==> src/rtl/dpram_arb_pkg.sv <==
// Shared types and helpers for the dual-port RAM request arbiter.
// Index fields are sized for the largest supported requester count (16).
package dpram_arb_pkg;

  localparam int NREQ_MAX = 16;
  localparam int IDX_W    = 4;

  typedef enum logic {
    PORT_A = 1'b0,
    PORT_B = 1'b1
  } port_e;

  typedef struct packed {
    logic             valid;
    logic [IDX_W-1:0] idx;
    port_e            port;
  } tag_t;

  typedef struct packed {
    logic             found;
    logic [IDX_W-1:0] idx;
  } pick_t;

  // First set bit of mask scanning upward from ptr, wrapping at n-1 -> 0.
  function automatic pick_t rr_first(input logic [NREQ_MAX-1:0] mask,
                                     input logic [IDX_W-1:0]    ptr,
                                     input int                  n);
    pick_t          res;
    logic [IDX_W:0] j;
    res = '0;
    for (int k = NREQ_MAX - 1; k >= 0; k--) begin
      if (k < n) begin
        j = {1'b0, ptr} + (IDX_W+1)'(k);
        if (j >= (IDX_W+1)'(n)) j = j - (IDX_W+1)'(n);
        if (mask[j[IDX_W-1:0]]) begin
          res.found = 1'b1;
          res.idx   = j[IDX_W-1:0];
        end
      end
    end
    return res;
  endfunction

  function automatic logic [IDX_W-1:0] wrap_inc(input logic [IDX_W-1:0] i,
                                                input int               n);
    logic [IDX_W:0] s;
    s = {1'b0, i} + (IDX_W+1)'(1);
    if (s >= (IDX_W+1)'(n)) s = '0;
    return s[IDX_W-1:0];
  endfunction

endpackage

==> src/rtl/dpram_port_arbiter_if.sv <==
// Client-side request/grant/return bundle plus the two RAM port buses.
// Handshake: req is held until gnt is seen in the same cycle; rvalid/rdata arrive one cycle after a read grant.
interface dpram_port_arbiter_if #(
  parameter int NREQ = 4,
  parameter int AW   = 6,
  parameter int DW   = 16
);
  logic [NREQ-1:0]    req;
  logic [NREQ-1:0]    req_we;
  logic [NREQ*AW-1:0] req_addr;
  logic [NREQ*DW-1:0] req_wdata;
  logic [NREQ-1:0]    gnt;
  logic [NREQ-1:0]    rvalid;
  logic [DW-1:0]      rdata;

  logic               ram_ena, ram_enb;
  logic               ram_wea, ram_web;
  logic [AW-1:0]      ram_addra, ram_addrb;
  logic [DW-1:0]      ram_dia, ram_dib;
  logic [DW-1:0]      ram_doa, ram_dob;

  modport master (
    output req, req_we, req_addr, req_wdata, ram_doa, ram_dob,
    input  gnt, rvalid, rdata,
    input  ram_ena, ram_enb, ram_wea, ram_web, ram_addra, ram_addrb, ram_dia, ram_dib
  );

  modport slave (
    input  req, req_we, req_addr, req_wdata, ram_doa, ram_dob,
    output gnt, rvalid, rdata,
    output ram_ena, ram_enb, ram_wea, ram_web, ram_addra, ram_addrb, ram_dia, ram_dib
  );
endinterface

==> src/rtl/dpram_rr_pick.sv <==
// One-hot round-robin picker: first eligible requester at or after ptr.
module dpram_rr_pick
  import dpram_arb_pkg::*;
#(
  parameter int NREQ = 4
) (
  input  logic [NREQ-1:0]  req,
  input  logic [NREQ-1:0]  mask,
  input  logic [IDX_W-1:0] ptr,
  output logic [NREQ-1:0]  gnt_oh,
  output logic             valid,
  output logic [IDX_W-1:0] idx
);
  logic [NREQ_MAX-1:0] elig;
  pick_t               pick;

  always_comb begin
    elig           = '0;
    elig[NREQ-1:0] = req & mask;
    pick           = rr_first(elig, ptr, NREQ);
    valid          = pick.found;
    idx            = pick.idx;
    gnt_oh         = '0;
    for (int i = 0; i < NREQ; i++) gnt_oh[i] = pick.found && (pick.idx == IDX_W'(i));
  end
endmodule

==> src/rtl/dpram_port_arbiter.sv <==
// Grants up to two single-cycle requests per cycle onto RAM ports A/B,
// resolves write conflicts, and routes the single read return back to its requester.
module dpram_port_arbiter
  import dpram_arb_pkg::*;
#(
  parameter int NREQ = 4,
  parameter int AW   = 6,
  parameter int DW   = 16,
  parameter int CW   = 16
) (
  input  logic                clk,
  input  logic                rst_n,
  dpram_port_arbiter_if.slave bus,
  output logic [CW-1:0]       coll_cnt
);
  logic [NREQ-1:0]  a_oh, b_oh, mask_b;
  logic             a_vld, b_vld, a_we, b_we;
  logic [IDX_W-1:0] a_idx, b_idx, ptr_b;
  logic [AW-1:0]    a_addr, b_addr;
  logic [DW-1:0]    a_wd, b_wd;
  logic             conflict, b_gnt, a_en, b_en;

  logic [IDX_W-1:0] rr_ptr_q, rr_ptr_d;
  tag_t             tag_q, tag_d;
  logic [CW-1:0]    coll_cnt_q, coll_cnt_d;

  dpram_rr_pick #(.NREQ(NREQ)) u_pick_a (
    .req(bus.req), .mask({NREQ{1'b1}}), .ptr(rr_ptr_q),
    .gnt_oh(a_oh), .valid(a_vld), .idx(a_idx)
  );

  always_comb begin
    a_we = 1'b0; a_addr = '0; a_wd = '0;
    for (int i = 0; i < NREQ; i++) begin
      if (a_oh[i]) begin
        a_we   = bus.req_we[i];
        a_addr = bus.req_addr[i*AW +: AW];
        a_wd   = bus.req_wdata[i*DW +: DW];
      end
    end
  end

  // Only one read may return per cycle, so a read winner on A leaves B to writers only.
  assign ptr_b  = wrap_inc(a_idx, NREQ);
  assign mask_b = ~a_oh & (a_we ? {NREQ{1'b1}} : bus.req_we);

  dpram_rr_pick #(.NREQ(NREQ)) u_pick_b (
    .req(bus.req), .mask(mask_b), .ptr(ptr_b),
    .gnt_oh(b_oh), .valid(b_vld), .idx(b_idx)
  );

  always_comb begin
    b_we = 1'b0; b_addr = '0; b_wd = '0;
    for (int i = 0; i < NREQ; i++) begin
      if (b_oh[i]) begin
        b_we   = bus.req_we[i];
        b_addr = bus.req_addr[i*AW +: AW];
        b_wd   = bus.req_wdata[i*DW +: DW];
      end
    end
  end

  assign conflict = a_vld && b_vld && (a_addr == b_addr) && (a_we || b_we);
  assign b_gnt    = b_vld && !conflict;
  assign a_en     = rst_n && a_vld;
  assign b_en     = rst_n && b_gnt;

  always_comb begin
    bus.gnt       = rst_n ? (a_oh | (b_gnt ? b_oh : '0)) : '0;
    bus.ram_ena   = a_en;
    bus.ram_wea   = a_en && a_we;
    bus.ram_addra = a_en ? a_addr : '0;
    bus.ram_dia   = a_en ? a_wd : '0;
    bus.ram_enb   = b_en;
    bus.ram_web   = b_en && b_we;
    bus.ram_addrb = b_en ? b_addr : '0;
    bus.ram_dib   = b_en ? b_wd : '0;
  end

  always_comb begin
    rr_ptr_d = rr_ptr_q;
    if (b_gnt)      rr_ptr_d = wrap_inc(b_idx, NREQ);
    else if (a_vld) rr_ptr_d = wrap_inc(a_idx, NREQ);

    tag_d = '0;
    if (a_vld && !a_we)      tag_d = '{valid: 1'b1, idx: a_idx, port: PORT_A};
    else if (b_gnt && !b_we) tag_d = '{valid: 1'b1, idx: b_idx, port: PORT_B};

    coll_cnt_d = coll_cnt_q;
    if (conflict && (coll_cnt_q != '1)) coll_cnt_d = coll_cnt_q + CW'(1);
  end

  always_ff @(posedge clk or negedge rst_n) begin
    if (!rst_n) begin
      rr_ptr_q   <= '0;
      tag_q      <= '0;
      coll_cnt_q <= '0;
    end else begin
      rr_ptr_q   <= rr_ptr_d;
      tag_q      <= tag_d;
      coll_cnt_q <= coll_cnt_d;
    end
  end

  always_comb begin
    bus.rvalid = '0;
    for (int i = 0; i < NREQ; i++) bus.rvalid[i] = tag_q.valid && (tag_q.idx == IDX_W'(i));
    bus.rdata = '0;
    if (tag_q.valid) bus.rdata = (tag_q.port == PORT_B) ? bus.ram_dob : bus.ram_doa;
  end

  assign coll_cnt = coll_cnt_q;
endmodule

==> src/flat_wrapper.sv <==
// flat-port wrapper written by rule: the top's interface ports become plain ports
module dpram_port_arbiter_flat import dpram_arb_pkg::*;
#(
  parameter int NREQ = 4,
  parameter int AW   = 6,
  parameter int DW   = 16,
  parameter int CW   = 16
)
  (clk, rst_n, coll_cnt, bus_req, bus_req_we, bus_req_addr, bus_req_wdata, bus_ram_doa, bus_ram_dob, bus_gnt, bus_rvalid, bus_rdata, bus_ram_ena, bus_ram_enb, bus_ram_wea, bus_ram_web, bus_ram_addra, bus_ram_addrb, bus_ram_dia, bus_ram_dib);
  dpram_port_arbiter_if #(.NREQ(NREQ), .AW(AW), .DW(DW)) bus_i ();
  input  logic clk;
  input  logic rst_n;
  output logic [CW-1:0] coll_cnt;
  input wire logic [$bits(bus_i.req)-1:0] bus_req;
  input wire logic [$bits(bus_i.req_we)-1:0] bus_req_we;
  input wire logic [$bits(bus_i.req_addr)-1:0] bus_req_addr;
  input wire logic [$bits(bus_i.req_wdata)-1:0] bus_req_wdata;
  input wire logic [$bits(bus_i.ram_doa)-1:0] bus_ram_doa;
  input wire logic [$bits(bus_i.ram_dob)-1:0] bus_ram_dob;
  output wire logic [$bits(bus_i.gnt)-1:0] bus_gnt;
  output wire logic [$bits(bus_i.rvalid)-1:0] bus_rvalid;
  output wire logic [$bits(bus_i.rdata)-1:0] bus_rdata;
  output wire logic [$bits(bus_i.ram_ena)-1:0] bus_ram_ena;
  output wire logic [$bits(bus_i.ram_enb)-1:0] bus_ram_enb;
  output wire logic [$bits(bus_i.ram_wea)-1:0] bus_ram_wea;
  output wire logic [$bits(bus_i.ram_web)-1:0] bus_ram_web;
  output wire logic [$bits(bus_i.ram_addra)-1:0] bus_ram_addra;
  output wire logic [$bits(bus_i.ram_addrb)-1:0] bus_ram_addrb;
  output wire logic [$bits(bus_i.ram_dia)-1:0] bus_ram_dia;
  output wire logic [$bits(bus_i.ram_dib)-1:0] bus_ram_dib;
  assign bus_i.req = bus_req;
  assign bus_i.req_we = bus_req_we;
  assign bus_i.req_addr = bus_req_addr;
  assign bus_i.req_wdata = bus_req_wdata;
  assign bus_i.ram_doa = bus_ram_doa;
  assign bus_i.ram_dob = bus_ram_dob;
  assign bus_gnt = bus_i.gnt;
  assign bus_rvalid = bus_i.rvalid;
  assign bus_rdata = bus_i.rdata;
  assign bus_ram_ena = bus_i.ram_ena;
  assign bus_ram_enb = bus_i.ram_enb;
  assign bus_ram_wea = bus_i.ram_wea;
  assign bus_ram_web = bus_i.ram_web;
  assign bus_ram_addra = bus_i.ram_addra;
  assign bus_ram_addrb = bus_i.ram_addrb;
  assign bus_ram_dia = bus_i.ram_dia;
  assign bus_ram_dib = bus_i.ram_dib;
  dpram_port_arbiter #(.NREQ(NREQ), .AW(AW), .DW(DW), .CW(CW)) u_core (.clk(clk), .rst_n(rst_n), .bus(bus_i), .coll_cnt(coll_cnt));
endmodule
==> config.mk <==
export PLATFORM = sky130hd
export DESIGN_NAME = dpram_port_arbiter_flat
export DESIGN_NICKNAME = d
export VERILOG_FILES = /design/src/rtl/dpram_arb_pkg.sv /design/src/rtl/dpram_port_arbiter_if.sv /design/src/rtl/dpram_rr_pick.sv /design/src/rtl/dpram_port_arbiter.sv /design/src/flat_wrapper.sv
export SDC_FILE = /design/constraint.sdc
export NUM_CORES = 1
export LEC_CHECK = 0
export BUFFER_PORTS_ARGS = -buffer_cell sky130_fd_sc_hd__buf_2
export CORE_MARGIN = 3
export CORE_UTILIZATION = 32
export DETAILED_ROUTE_END_ITERATION = 10
export GPL_TIMING_DRIVEN = 0
export REMOVE_ABC_BUFFERS = 1
export SYNTH_ARGS = -nofsm -noshare
export SYNTH_HDL_FRONTEND = slang
export SYNTH_HIERARCHICAL = 1
export SYNTH_SLANG_ARGS = --single-unit
==> constraint.sdc <==
create_clock -name clk -period 14.1 [get_ports clk]
set_clock_uncertainty 0.2 [all_clocks]
set_input_delay 0 -clock clk [delete_from_list [all_inputs] [get_ports clk]]
set_output_delay 0 -clock clk [all_outputs]
set_load 0.01 [all_outputs]
==> metrics.cfg, run 1 <==
[cells_and_area]
design_area_mm2 = 0.00603
drive_above_1_share = 0.302
area_growth_pct = 29.6
antennaDiodeCount = 0
final_nets = 1015

[clocking]
clock_path_buffers = 2
cts_tree = yes
postCtsResizedCells = 0
clock_latency_ns = 0.26
cts_root_buffer = clkbuf_16
h-tree-depth = 1
clk_pin_slew_ns = 0.06
post-cts-setup-buffer-count = 0
numCtsBuffers = 3
clock-sinks = 26

[global_routing]
grt_pass1_wl_um = 26100
grt_max_degree = 38
grt_pass1_vias = 5424
antenna_found_initial = 0
grt.overflow.total = 0
grt_usage = 0.194

[synth]
synth_seq_cells = 26
yosysUniqueCellTypes = 65
synth_ff_type = dfrtp_1
avgSynthCellArea_um2 = 7.08
synth-edff-count = 0
netlist_area_mm2 = 0.00466
synth_cells = 658
synth_seq_area_share = 0.140
ys_warn_count = 6
async_flop_share = 1.00

[critical_path]
slowest_stage = nand3_1
cp.required_ns = 13.90
cp-end-kind = primary output
cpPeakStageDelay_ns = 1.12
worst_path_dominant_cell_family = compound AO/OA/AOI/OAI gates
critPathBufInv = 4
start_kind = flip-flop
crit_type = reg2out
cp_max_fo = 23
cp.arrival_ns = 11.00

[timing]
fin_ws_ns = 2.90
hold_viol = 0
rsz0062_at_grt = no
worst_slew_pin_slew_ns = 1.12
fin_crit_ns = 11.20
setup_viol = 0
drv_slew = 0
max_slew_margin = 0.253
fin_crit_sh = 0.794
max_freq_ghz = 0.0893

[die]
top_level_ports = 218
die-area_mm2 = 0.0160
core_area_mm2 = 0.0140
fp.dieW_um = 127
die_height_um = 127
rows = 43
start_util = 0.332

[placement]
gp_congestion = 0.884
pre_cts_slack_ns = 3.17
placed_area_mm2 = 0.00595
dp_hpwl_um = 13300
io_buffers = 217

[status]
outcome = finished, final reports clean

[routing]
first_iter_violations = 259
dr.pass1.iters = 5
vias = 5730
wl_um = 16800
drc = 0
ant_nets = 0
vias_per_cell = 5.54
routedWlPerCell_um = 16.3

[min_path]
hold_path.class = in2out

[power]
peakVddDrop_mv = 0.0859
power_density_mw_per_mm2 = 239
power_mw = 1.44
p_leak_nw = 3.06

[run]
drv_cap = 0

==> area by class of cell <==
cell class,count,area (um^2)
clock buffer,3,75.1
fill,1489,8010
inverter,30,113
multi-input combinational,569,3750
sequential,26,651
tap,180,225
timing repair buffer,226,1220
==> routing by layer <==
layer	vias up	part of all wire	track usage
met5	-	0	0
met4	0	0.026	0.0606
met3	33	0.098	0.0434
met2	292	0.48	0.350
met1	2633	0.40	0.227
li1	2772	-	-
==> cell usage after synthesis (16+ instances only) <==
library cell / instances / share of area
nor2_1: 107 / 0.086
inv_1: 28 / 0.023
a221o_1: 21 / 0.045
dfrtp_1: 26 / 0.14
clkbuf_1: 22 / 0.018
mux2i_1: 21 / 0.045
o21ai_0: 32 / 0.034
ha_1: 29 / 0.078
xor2_1: 18 / 0.034
nand2_1: 45 / 0.036
nor2b_1: 16 / 0.021
nand3_1: 16 / 0.017
a21oi_1: 72 / 0.077
a22oi_1: 17 / 0.027
==> through the flow <==
stage	util	hold WS [ns]	instances	TNS (ns)
after global routing	0.430	0.157	1034	0
after floorplan	-	-0.496	625	0
after global placement	0.410	-0.0834	1022	-6.60
final	0.430	0.139	1034	0
after CTS	0.430	0.147	1034	0
after detailed placement	0.424	-0.0826	1030	0
==> tightest hold or removal path: cells and delay by family <==
kind	cells	cell delay (ns)
compound gates	1	0.06
buf+inv	2	0.22
simple gates	1	0.07
==> worst paths after layout <==
check,start,end,slack [ns],depth (start not counted)
worst max-delay path,u_core/rr_ptr_q[0]$_DFFE_PN0P_,bus_ram_dib[13],2.90,28
worst min-delay path,bus_req_wdata[50],bus_ram_dib[2],0.14,4
worst max register to register,u_core/rr_ptr_q[0]$_DFFE_PN0P_,u_core/coll_cnt[1]$_DFFE_PN0P_,3.72,27
worst min register to register,u_core/coll_cnt[11]$_DFFE_PN0P_,u_core/coll_cnt[11]$_DFFE_PN0P_,0.28,1
max in group asynchronous,rst_n,u_core/rr_ptr_q[0]$_DFFE_PN0P_,13.05,2
min in group asynchronous,rst_n,u_core/coll_cnt[6]$_DFFE_PN0P_,0.16,2
==> sequential cells by signal (all words and copies together), names as in the netlist <==
signal / count
u_core/tag_q: 6
u_core/rr_ptr_q: 4
u_core/coll_cnt: 16
==> placed cells by master (no fill, tap or decap), drive strengths merged, types with 18 or more instances in the layout <==
cell	synthesis	final
xor2	18	18
nor2b	20	20
o21ai	32	32
nand2	45	45
nor2	107	107
inv	30	30
dfrtp	26	26
a21oi	72	72
ha	29	29
buf	24	225
nand3	18	18
mux2i	21	21
a221o	21	21
==> cell families (layout without fill, tap and decap cells) <==
family	after synthesis	in the layout	share of synthesized area
AND/OR/NAND/NOR	256	256	0.277
AO/OA/AOI/OAI	217	217	0.323
buffers and inverters	76	259	0.0790
adder cells (fa/ha/maj)	29	29	0.0779
XOR/XNOR	28	28	0.0527
flip-flops	26	26	0.140
multiplexers	22	22	0.0476
other	4	17	0.00322
==> what timing repair did <==
| item | CTS | global route |
|---|---|---|
| endpoints found under the hold margin | 26 | 0 |
| endpoints found under the setup margin | 0 | 0 |
| hold buffers | 1 | 0 |
==> where the power goes <==
part / internal, mW / leakage [nW] / total, mW / switching (mW)
Clock: 0.0375 / 0.0370 / 0.0603 / 0.0228
Combinational: 0.500 / 2.67 / 1.27 / 0.770
Sequential: 0.0864 / 0.353 / 0.109 / 0.0230
Note: power is estimated with default switching activity, not from simulation.
==> inputs of run 2 (changes only) <==
clock period = 9.85 ns   (was 14.1 ns; I/O delays follow)
==> metrics.cfg, run 2 (synthesis results as in run 1) <==
[cells_and_area]
area_growth_pct = 31.6
seq_area_um2 = 651  ; unchanged
largest_reg_flops = 16  ; unchanged
final_cell_mix = buf_2 (217), nor2_1 (107), a21oi_1 (70)
final_nets = 1021  ; +0.59%
finalCoreUtilization = 0.437  ; +0.00686
drive_above_1_share = 0.308  ; +0.00603
design_area_mm2 = 0.00613  ; +1.6%
mostFrequentLayoutCell = buf_2
antennaDiodeCount = 0  ; unchanged
multi_input_area_mm2 = 0.00382  ; +1.8%
fillCellCount = 1484  ; -0.34%

[placement]
gp_congestion = 0.884  ; unchanged
io_buffers = 217  ; unchanged
dp_hpwl_um = 13300  ; unchanged
placed_area_mm2 = 0.00595  ; unchanged

[routing]
first_iter_violations = 320  ; +24%
dr.pass1.iters = 5  ; unchanged
wl_um = 17200  ; +2.4%
drc = 0  ; unchanged
vias_per_cell = 5.52  ; -0.33%
vias = 5744  ; +0.24%
routedWlPerCell_um = 16.6  ; +1.8%
ant_nets = 0  ; unchanged

[critical_path]
cp-end-kind = primary output
cp_max_fo = 22  ; -4.3%
crit_type = reg2out
critPathBufInv = 5  ; +1
cpPeakStageDelay_ns = 0.74  ; -0.38 ns
cp.required_ns = 9.65  ; -4.25 ns
start_kind = flip-flop
slowest_stage = a2111oi_1
cp.arrival_ns = 9.05  ; -1.95 ns
worst_path_dominant_cell_family = compound AO/OA/AOI/OAI gates
critPathMostFrequentCell = o21ai_0

[global_routing]
grt_usage = 0.196  ; +0.00281
met3_usage = 0.0434  ; unchanged
grt.overflow.total = 0  ; unchanged
grt_most_used_layer = met2
antenna_found_initial = 0  ; unchanged
grt_use_met2 = 0.353  ; +0.00280
grt_pass1_vias = 5445  ; +0.39%
gr-usage-met1 = 0.233  ; +0.00618
grt_max_degree = 38  ; unchanged
grt_pass1_wl_um = 26400  ; +1.2%

[timing]
fin_crit_sh = 0.939
hold_viol = 0  ; unchanged
fin_crit_ns = 9.25
fin_tns_setup_ns = 0  ; unchanged
max_slew_margin = 0.409  ; +0.156
setup_viol = 0  ; unchanged
rsz0062_at_grt = no
drv_slew = 0  ; unchanged
worst_slew_pin_slew_ns = 0.881  ; -0.235 ns
whs_ns = 0.140  ; +0.000995 ns
max_freq_ghz = 0.108

[die]
rows = 43  ; unchanged
fp.dieW_um = 127  ; unchanged
start_util = 0.332  ; unchanged
die_height_um = 127  ; unchanged
top_level_ports = 218  ; unchanged
die-area_mm2 = 0.0160  ; unchanged
core_area_mm2 = 0.0140  ; unchanged

[run]
drv_cap = 0  ; unchanged

[clocking]
cts_root_buffer = clkbuf_16
clock_path_buffers = 2  ; unchanged
numCtsBuffers = 3  ; unchanged
clk_pin_slew_ns = 0.06  ; about the same
cts_tree = yes
h-tree-depth = 1  ; unchanged
clock-sinks = 26  ; unchanged
clock_latency_ns = 0.26  ; about the same

[status]
outcome = finished, final reports clean

[power]
power_density_mw_per_mm2 = 349  ; +47%
p_leak_nw = 3.09  ; +0.97%
power_mw = 2.14  ; +49%
peakVddDrop_mv = 0.128  ; +49%

[min_path]
hold_path.class = in2out

-- run 2: per-layer routing --
layer / routed length (um) / vias up
met5: 0 / -
met4: 431 / 0
met3: 1660 / 33
met2: 8190 / 278
met1: 6960 / 2639
li1: - / 2794
-- run 2: final cells by class --
type	instances	area share
Timing Repair Buffer	230	0.204
Clock buffer	3	0.0122
Sequential cell	26	0.106
Inverter	30	0.0184
Tap cell	180	0.0367
Multi-Input combinational cell	571	0.623
-- run 2: where the power goes --
part	switching, mW	internal, mW
clock network	0.0331	0.0537
registers	0.0330	0.124
logic	1.15	0.744
total	1.22	0.921
-- run 2: repair_timing --
action	CTS	global route
buffers inserted	2	2
cloned	1	1
pin swaps	1	2
hold buffers	1	0
endpoints found under the setup margin	51	51
resized for setup	4	5
hold endpoints to repair	26	0
-- run 2: worst register-to-register path: cells and delay by family (launching register included) --
family,cells,cell delay (ns)
AOI/OAI and AO/OA,13,5.11
and+or+nand+nor,7,0.90
adders and majority gates,2,0.46
xor gates and xnor gates,2,0.35
DFF,1,0.68
buffers and inverters,5,1.06
muxes,1,0.34
-- run 2: worst paths after layout --
kind / from / endpoint / slack, ns / cells past startpoint
min in group asynchronous: rst_n / u_core/coll_cnt[7]$_DFFE_PN0P_ / 0.16 / 2
setup reg to reg: u_core/rr_ptr_q[0]$_DFFE_PN0P_ / u_core/coll_cnt[1]$_DFFE_PN0P_ / 0.64 / 30
hold reg to reg: u_core/coll_cnt[11]$_DFFE_PN0P_ / u_core/coll_cnt[11]$_DFFE_PN0P_ / 0.28 / 1
setup / recovery: u_core/rr_ptr_q[0]$_DFFE_PN0P_ / bus_gnt[3] / 0.60 / 30
max in group asynchronous: rst_n / u_core/rr_ptr_q[0]$_DFFE_PN0P_ / 8.77 / 2
hold / removal: bus_req_wdata[50] / bus_ram_dib[2] / 0.14 / 4
-- run 2: per-stage QoR --
stage / worst slack [ns] / cells
2_1_floorplan: -0.759 / 625
3_3_place_gp: -4.65 / 1022
3_5_place_dp: -1.08 / 1030
4_1_cts: 0.117 / 1037
5_1_grt: 0.00896 / 1040
6_report: 0.602 / 1040
==> inputs of run 3 (changes only) <==
CTS_BUF_LIST = sky130_fd_sc_hd__clkbuf_8   (was default)
==> metrics.cfg, run 3 (synthesis results as in run 1) <==
[routing]
wl_um = 17400  ; +0.96%
routedWlPerCell_um = 16.7  ; +0.87%
vias_per_cell = 5.54  ; +0.37%
drc = 0  ; unchanged
ant_nets = 0  ; unchanged
vias = 5771  ; +0.47%
first_iter_violations = 292  ; -8.8%
dr.pass1.iters = 5  ; unchanged

[die]
die_height_um = 127  ; unchanged
core_area_mm2 = 0.0140  ; unchanged
top_level_ports = 218  ; unchanged
fp.dieW_um = 127  ; unchanged
rows = 43  ; unchanged
start_util = 0.332  ; unchanged
die-area_mm2 = 0.0160  ; unchanged

[power]
power_density_mw_per_mm2 = 348  ; -0.28%
p_sw_mw = 1.23  ; +0.57%
sequentialPowerShare = 0.074  ; about the same
p_int_uw = 901  ; -2.2%
peakVddDrop_mv = 0.129  ; +0.77%
p_leak_nw = 3.08  ; -0.35%
switching_share = 0.577  ; +0.00674
clkPwrFrac = 0.027  ; -0.013
pwr-share-comb = 0.900  ; +0.014

[timing]
worst_slew_pin_slew_ns = 0.911  ; +0.0297 ns
rsz0062_at_grt = no
max_freq_ghz = 0.110  ; +1.5%
drv_slew = 0  ; unchanged
max_slew_margin = 0.389  ; -0.0199
fin_ws_ns = 0.736  ; +0.134 ns
setup_viol = 0  ; unchanged
fin_crit_ns = 9.11  ; -0.134 ns
hold_viol = 0  ; unchanged
fin_crit_sh = 0.925  ; -0.0136

[global_routing]
grt_usage = 0.196  ; -0.000527
grt_max_degree = 38  ; unchanged
antenna_found_initial = 0  ; unchanged
grt.overflow.total = 0  ; unchanged
grt_pass1_vias = 5443  ; -0.037%
grt_pass1_wl_um = 26400  ; -0.16%

[placement]
dp_hpwl_um = 13300  ; unchanged
io_buffers = 217  ; unchanged
pre_cts_slack_ns = -1.08  ; unchanged
gp_congestion = 0.884  ; unchanged

[clocking]
clock_latency_ns = 0.26  ; about the same
numCtsBuffers = 3  ; unchanged
clk_pin_slew_ns = 0.08  ; +0.02 ns
clock_path_buffers = 2  ; unchanged
h-tree-depth = 1  ; unchanged
clock-sinks = 26  ; unchanged
cts_tree = yes
cts_root_buffer = clkbuf_8

[min_path]
hold_path.class = in2out

[cells_and_area]
finalCoreUtilization = 0.435  ; -0.00143
area_growth_pct = 31.2
final_nets = 1022  ; +0.098%
drive_above_1_share = 0.310  ; +0.00196
largest_reg_flops = 16  ; unchanged
mostFrequentLayoutCell = buf_2
final_cell_mix = buf_2 (217), nor2_1 (107), a21oi_1 (70)
fillCellCount = 1485  ; +0.067%
antennaDiodeCount = 0  ; unchanged

[critical_path]
cpPeakStageDelay_ns = 0.69  ; -0.05 ns
slowest_stage = dfrtp_1
start_kind = flip-flop
cp.required_ns = 9.65  ; about the same
crit_type = reg2out
cp.arrival_ns = 8.91  ; -0.14 ns
critPathMostFrequentCell = o21ai_0
cp_max_fo = 22  ; unchanged
cp-end-kind = primary output

[run]
drv_cap = 0  ; unchanged

[status]
outcome = finished, final reports clean

==> run 3: timing repair <==
item                                    in CTS  in global routing
endpoints found under the setup margin      51                 51
gates cloned                                 1                  2
hold buffers                                 1                  0
setup buffers                                2                  2
pin swaps                                    1                  2
gates resized for setup                      4                  6
endpoints found under the hold margin       26                  0
==> run 3: through the flow <==
stage	total power, mW	cells	instance area [um^2]	setup TNS, ns	hold slack, ns
global placement	1.86	1022	5760	-211.56	-0.0834
detailed placement	1.96	1030	5950	-29.54	-0.0826
global route	2.34	1041	6110	0	0.157
CTS	2.07	1037	6040	0	0.147
floorplan	1.37	625	4450	-30.23	-0.496
finish	2.13	1041	6110	0	0.139
==> run 3: layout make-up <==
type,instances,area (um^2),share of cell area
multi-input combinational,572,3830,0.627
inverter,30,113,0.0184
timing repair buffer,230,1250,0.204
clock buffer,3,41.3,0.00676
tap,180,225,0.0369
sequential,26,651,0.106
==> run 3: power by group through the flow <==
| stage | clock network (mW) | logic (mW) | registers [mW] |
|---|---|---|---|
| after global placement | 0 | 1.70 | 0.160 |
| after floorplan | 0 | 1.21 | 0.151 |
| after global routing | 0.0641 | 2.11 | 0.162 |
| after detailed placement | 0 | 1.80 | 0.160 |
| after CTS | 0.0606 | 1.85 | 0.157 |
| final | 0.0572 | 1.92 | 0.157 |
==> run 3: worst paths after layout <==
check	from	endpoint	slack, ns	cells after the start
min in group asynchronous	rst_n	u_core/coll_cnt[7]$_DFFE_PN0P_	0.15	2
min reg2reg	u_core/coll_cnt[11]$_DFFE_PN0P_	u_core/coll_cnt[11]$_DFFE_PN0P_	0.29	1
max reg2reg	u_core/rr_ptr_q[0]$_DFFE_PN0P_	u_core/coll_cnt[1]$_DFFE_PN0P_	0.83	30
max	u_core/rr_ptr_q[0]$_DFFE_PN0P_	bus_gnt[3]	0.74	30
min	bus_req_wdata[50]	bus_ram_dib[2]	0.14	4
max in group asynchronous	rst_n	u_core/rr_ptr_q[0]$_DFFE_PN0P_	8.79	2
==> run 3: per-layer routing <==
metal  track usage  vias to the layer above  part of all wire
met5             0                        -                 0
met3        0.0434                       31             0.094
met4        0.0580                        0             0.024
met2         0.353                      281              0.48
met1         0.232                     2664              0.41
li1              -                     2795                 -
==> run 3: worst max-delay path: cells and delay by family, from the launching register on <==
family	cells	cell delay (ns)
compound gates	14	5.14
xor+xnor	2	0.37
fa+ha+maj	2	0.46
buf+inv	5	1.07
flops	1	0.69
simple gates	7	0.91
